<file path="config.mk">
export PLATFORM = sky130hd
export DESIGN_NAME = regfile_access_ctrl
export DESIGN_NICKNAME = d
export VERILOG_FILES = /design/src/rtl/regfile_access_ctrl.sv
export SDC_FILE = /design/constraint.sdc
export NUM_CORES = 1
export LEC_CHECK = 0
export CAP_MARGIN = 15
export CORE_UTILIZATION = 60
export DETAILED_ROUTE_END_ITERATION = 10
export DONT_BUFFER_PORTS = 1
export PLACE_DENSITY_LB_ADDON = 0.3
export SYNTH_ARGS = -nofsm -noshare
export SYNTH_HDL_FRONTEND = slang
export SYNTH_SLANG_ARGS = --single-unit
export TNS_END_PERCENT = 50
</file>
<file path="constraint.sdc">
create_clock -name clk -period 1.7 [get_ports clk]
set_input_delay 0.085 -clock clk [delete_from_list [all_inputs] [get_ports clk]]
set_output_delay 0.085 -clock clk [all_outputs]
set_load 0.05 [all_outputs]
</file>
<file path="src/rtl/regfile_access_ctrl.sv">
// Host-side command initiator for the banked register file: sequences one
// write or dual-port read at a time, returns one response each and counts them.
module regfile_access_ctrl #(
  parameter int DW         = 10,
  parameter int AW         = 2,
  parameter int RD_LATENCY = 1,
  parameter int CNT_W      = 8
) (
  input  logic          clk,
  input  logic          rst,
  input  logic          cmd_valid,
  output logic          cmd_ready,
  input  logic          cmd_write,
  input  logic          cmd_bank,
  input  logic [AW-1:0] cmd_addr1,
  input  logic [AW-1:0] cmd_addr2,
  input  logic [DW-1:0] cmd_wdata,
  output logic          rsp_valid,
  input  logic          rsp_ready,
  output logic          rsp_write,
  output logic [DW-1:0] rsp_data1,
  output logic [DW-1:0] rsp_data2,
  output logic          rf_we,
  output logic          rf_bank_sel,
  output logic [AW-1:0] rf_waddr,
  output logic [DW-1:0] rf_wdata,
  output logic [AW-1:0] rf_raddr1,
  output logic [AW-1:0] rf_raddr2,
  input  logic [DW-1:0] rf_rdata1,
  input  logic [DW-1:0] rf_rdata2,
  output logic          busy,
  output logic [CNT_W-1:0] wr_cnt,
  output logic [CNT_W-1:0] rd_cnt
);

  typedef enum logic [2:0] {IDLE, WR, RD, WAIT, RSP} state_t;

  localparam logic [2:0] LAT_M1 = 3'(RD_LATENCY - 1);

  state_t     state_q, state_d;
  logic [2:0] wait_q, wait_d;
  logic       cmd_ready_q, cmd_ready_d;
  logic       busy_q, busy_d;
  logic       rsp_valid_q, rsp_valid_d;
  logic       rsp_write_q, rsp_write_d;
  logic [DW-1:0] rsp_data1_q, rsp_data1_d;
  logic [DW-1:0] rsp_data2_q, rsp_data2_d;
  logic       rf_we_q, rf_we_d;
  logic       rf_bank_sel_q, rf_bank_sel_d;
  logic [AW-1:0] rf_waddr_q, rf_waddr_d;
  logic [DW-1:0] rf_wdata_q, rf_wdata_d;
  logic [AW-1:0] rf_raddr1_q, rf_raddr1_d;
  logic [AW-1:0] rf_raddr2_q, rf_raddr2_d;
  logic [CNT_W-1:0] wr_cnt_q, wr_cnt_d;
  logic [CNT_W-1:0] rd_cnt_q, rd_cnt_d;

  // Every output is a flop; the next values are all decided here so the
  // outputs line up with the state they belong to.
  always_comb begin
    state_d       = state_q;
    wait_d        = wait_q;
    cmd_ready_d   = cmd_ready_q;
    busy_d        = busy_q;
    rsp_valid_d   = rsp_valid_q;
    rsp_write_d   = rsp_write_q;
    rsp_data1_d   = rsp_data1_q;
    rsp_data2_d   = rsp_data2_q;
    rf_we_d       = 1'b0;
    rf_bank_sel_d = rf_bank_sel_q;
    rf_waddr_d    = rf_waddr_q;
    rf_wdata_d    = rf_wdata_q;
    rf_raddr1_d   = rf_raddr1_q;
    rf_raddr2_d   = rf_raddr2_q;
    wr_cnt_d      = wr_cnt_q;
    rd_cnt_d      = rd_cnt_q;

    case (state_q)
      IDLE: begin
        if (cmd_valid) begin
          cmd_ready_d   = 1'b0;
          busy_d        = 1'b1;
          rf_bank_sel_d = cmd_bank;
          if (cmd_write) begin
            rf_waddr_d = cmd_addr1;
            rf_wdata_d = cmd_wdata;
            rf_we_d    = 1'b1;
            state_d    = WR;
          end else begin
            rf_raddr1_d = cmd_addr1;
            rf_raddr2_d = cmd_addr2;
            state_d     = RD;
          end
        end
      end
      WR: begin
        rsp_valid_d = 1'b1;
        rsp_write_d = 1'b1;
        rsp_data1_d = '0;
        rsp_data2_d = '0;
        state_d     = RSP;
      end
      RD: begin
        wait_d  = '0;
        state_d = WAIT;
      end
      WAIT: begin
        // Capture on the last wait cycle, when the file's registered data is valid.
        if (wait_q == LAT_M1) begin
          rsp_valid_d = 1'b1;
          rsp_write_d = 1'b0;
          rsp_data1_d = rf_rdata1;
          rsp_data2_d = rf_rdata2;
          state_d     = RSP;
        end else begin
          wait_d = wait_q + 3'd1;
        end
      end
      RSP: begin
        if (rsp_ready) begin
          rsp_valid_d = 1'b0;
          cmd_ready_d = 1'b1;
          busy_d      = 1'b0;
          state_d     = IDLE;
          if (rsp_write_q) wr_cnt_d = wr_cnt_q + CNT_W'(1);
          else             rd_cnt_d = rd_cnt_q + CNT_W'(1);
        end
      end
      default: begin
        cmd_ready_d = 1'b1;
        busy_d      = 1'b0;
        rsp_valid_d = 1'b0;
        state_d     = IDLE;
      end
    endcase
  end

  always_ff @(posedge clk) begin
    if (rst) begin
      state_q       <= IDLE;
      wait_q        <= '0;
      cmd_ready_q   <= 1'b1;
      busy_q        <= 1'b0;
      rsp_valid_q   <= 1'b0;
      rsp_write_q   <= 1'b0;
      rsp_data1_q   <= '0;
      rsp_data2_q   <= '0;
      rf_we_q       <= 1'b0;
      rf_bank_sel_q <= 1'b0;
      rf_waddr_q    <= '0;
      rf_wdata_q    <= '0;
      rf_raddr1_q   <= '0;
      rf_raddr2_q   <= '0;
      wr_cnt_q      <= '0;
      rd_cnt_q      <= '0;
    end else begin
      state_q       <= state_d;
      wait_q        <= wait_d;
      cmd_ready_q   <= cmd_ready_d;
      busy_q        <= busy_d;
      rsp_valid_q   <= rsp_valid_d;
      rsp_write_q   <= rsp_write_d;
      rsp_data1_q   <= rsp_data1_d;
      rsp_data2_q   <= rsp_data2_d;
      rf_we_q       <= rf_we_d;
      rf_bank_sel_q <= rf_bank_sel_d;
      rf_waddr_q    <= rf_waddr_d;
      rf_wdata_q    <= rf_wdata_d;
      rf_raddr1_q   <= rf_raddr1_d;
      rf_raddr2_q   <= rf_raddr2_d;
      wr_cnt_q      <= wr_cnt_d;
      rd_cnt_q      <= rd_cnt_d;
    end
  end

  assign cmd_ready   = cmd_ready_q;
  assign busy        = busy_q;
  assign rsp_valid   = rsp_valid_q;
  assign rsp_write   = rsp_write_q;
  assign rsp_data1   = rsp_data1_q;
  assign rsp_data2   = rsp_data2_q;
  assign rf_we       = rf_we_q;
  assign rf_bank_sel = rf_bank_sel_q;
  assign rf_waddr    = rf_waddr_q;
  assign rf_wdata    = rf_wdata_q;
  assign rf_raddr1   = rf_raddr1_q;
  assign rf_raddr2   = rf_raddr2_q;
  assign wr_cnt      = wr_cnt_q;
  assign rd_cnt      = rd_cnt_q;

endmodule

</file>
==> results.json <==
{
  "grt_pass1_vias": 2577,
  "drt-pass1-iter-count": 7,
  "status": "complete, but fails checks",
  "num-nets-final": 420,
  "antenna_found_initial": 0,
  "cts_max_level": 3,
  "syn_nets": 331,
  "die_w_um": 67.15,
  "yosysWarnings": 0,
  "cp_cell_sequence": "inv_1 -> ha_1 -> nor2b_4 -> and3_1 -> buf_12 -> a22oi_1 -> nor2_1",
  "synth-edff-count": 0,
  "hp-class": "in -> reg",
  "drive_gt1_share_pct": 22.89,
  "path_class": "reg -> reg",
  "groute.usage.overall_pct": 42.96,
  "num_vias": 2805,
  "final_cell_mix": "dfxtp_1 (62), buf_4 (55), nor2_1 (49)",
  "hold_viol": 0,
  "ys.flop_type": "dfxtp_1",
  "die_area_um2": 4508,
  "netlist_area_um2": 2546,
  "mostFrequentLayoutCell": "dfxtp_1",
  "initialDrtViolationCount": 455,
  "path_max_fanout": 20,
  "violations": "negative setup slack",
  "gp_congestion": 0.7706,
  "ys_types": 36,
  "ios": 98,
  "worst_ir_drop_vdd_mv": 0.8198,
  "row_count": 23,
  "clock_latency_ps": 360,
  "viasPerCell": 6.523,
  "portBuffers": 0,
  "required_ps": 1940,
  "finClkSkew_ps": 10.42,
  "grt-ovfl-total": 0,
  "setup_ws_ps": -33.15,
  "cp.arrival_ps": 1970,
  "utilization_pct": 90.19,
  "maxCapViolations": 0,
  "critPathCaptureType": "flop",
  "cpPeakStageDelay_ps": 390,
  "max_freq_mhz": 577.0,
  "diodes": 0,
  "cts_buffers": 9,
  "grt_pass1_wl_um": 13520,
  "yosysSeqAreaShare_pct": 50.32,
  "worstMarginPinSlew_ps": 565.0,
  "avgSynthCellArea_um2": 8.872,
  "clk_pin_slew_ps": 80,
  "setup_violations": 3,
  "period_needed_ps": 1733,
  "netlist_instances": 287,
  "power_per_cell_area_nw_per_um2": 1006,
  "core_um2": 4029,
  "totalWireLength_um": 10050,
  "start_kind": "flop",
  "cts_max_path_buffers": 2,
  "cts_root_buf": "clkbuf_8",
  "die_h_um": 67.15,
  "ant_nets": 0,
  "async_reset_ff_share_pct": 0,
  "place.detailed.hpwl_um": 3777,
  "power_leakage_nw": 1.462,
  "wire_per_inst_um": 23.37,
  "grt_max_degree": 65,
  "slew_violations": 0,
  "cp_slowest_cell": "dfxtp_1",
  "drc": 0,
  "area_growth_pct": 42.70,
  "cts.sinks": 64,
  "initial_core_util_pct": 63.20,
  "maxSlewHeadroom_pct": 62.28,
  "ys_seq_elements": 64,
  "cts_tree": "yes",
  "total_power_mw": 3.654,
  "finalCritPeriodShare_pct": 101.9
}
-- sequential cells by signal, indices dropped and copies added (netlist names), 2 cells and up --
signal,cells
rf_raddr1,2
rsp_data1,10
rf_wdata,10
rsp_data2,10
wait_q,3
state_q,3
rf_waddr,2
rd_cnt,8
rf_raddr2,2
wr_cnt,8
-- power by group --
part	switching, mW	leakage, nW	internal, mW
sequential	0.105	0.520	1.54
combinational	0.281	0.830	0.190
clock	0.637	0.112	0.897
total	1.02	1.46	2.63
-- worst paths after layout --
check	start	to	slack (ps)	depth (start not counted)
hold / removal	cmd_write	rf_we$_SDFF_PP0_	30	2
setup reg to reg	wait_q[1]$_SDFFE_PP0P_	rsp_data1[4]$_SDFFE_PP0P_	-30	7
hold reg to reg	rf_wdata[3]$_SDFFE_PP0P_	rf_wdata[3]$_SDFFE_PP0P_	470	2
setup / recovery	wait_q[1]$_SDFFE_PP0P_	rsp_data1[4]$_SDFFE_PP0P_	-30	7
-- synth_stat cells (all sizes together) (6+ instances only) --
library cell / n / area (µm²)
xnor2: 11 / 96.34
mux2i: 6 / 60.06
nand2: 35 / 131.4
a21oi: 21 / 105.1
dfxtp: 64 / 1281
nor3: 8 / 50.05
inv: 8 / 30.03
buf: 9 / 57.55
nor2: 49 / 183.9
clkbuf: 10 / 38.78
a22oi: 22 / 165.2
nand3: 7 / 35.03
-- cell type report --
class	instances	area, µm²
Clock buffer	12	155.1
Fill cell	146	395.4
Sequential cell	64	1284
Multi-Input combinational cell	196	1177
Timing Repair Buffer	97	859.6
Tap cell	50	62.56
Inverter	8	30.03
Clock inverter	3	65.06
-- worst max-delay path, delay by kind of cell (launching register included) --
kind / cells / cell delay, ps
buf+inv: 2 / 250
simple gates: 3 / 500
flops: 1 / 390
compound gates: 1 / 240
fa+ha+maj: 1 / 230
-- per-layer routing --
layer / wire [µm] / share of wire [%] / GRT usage, % / vias up
li1: - / - / - / 1149
met4: 676 / 6.7 / 31.38 / 0
met3: 1139 / 11 / 12.50 / 86
met1: 3591 / 36 / 51.43 / 1315
met5: 0 / 0 / 0 / -
met2: 4644 / 46 / 65.25 / 255
-- stage by stage --
| stage | cell area, µm² | TNS [ps] | hold slack (ps) | std cells | setup WS, ps |
|---|---|---|---|---|---|
| finish | 3633 | -67.66 | 26.90 | 430 | -33.15 |
| global route | 3633 | -69.20 | 48.15 | 430 | -26.31 |
| CTS | 3560 | 0 | 10.65 | 426 | 56.94 |
| detailed placement | 2930 | 0 | 160.1 | 372 | 92.11 |
| global placement | 2930 | 0 | 157.2 | 372 | 150.5 |
| floorplan | 2546 | 0 | 221.0 | 287 | 150.3 |
-- what timing repair did --
item / in CTS / in global routing
endpoints found under the setup margin: 1 / 39
gates resized for setup: 1 / 16
hold endpoints to repair: 64 / 0
hold buffers: 39 / 0
buffers inserted: 0 / 2
pin swaps: 0 / 4
cloned: 0 / 2
-- logic make-up after synthesis --
| kind of cell | count (synthesis) | synth area share, % |
|---|---|---|
| compound gates | 50 | 12.38 |
| xor+xnor | 13 | 4.472 |
| fa+ha+maj | 4 | 1.966 |
| buf+inv | 27 | 4.963 |
| flops | 64 | 50.32 |
| mux | 6 | 2.359 |
| simple gates | 123 | 23.54 |
Note: power is estimated with default switching activity, not from simulation.
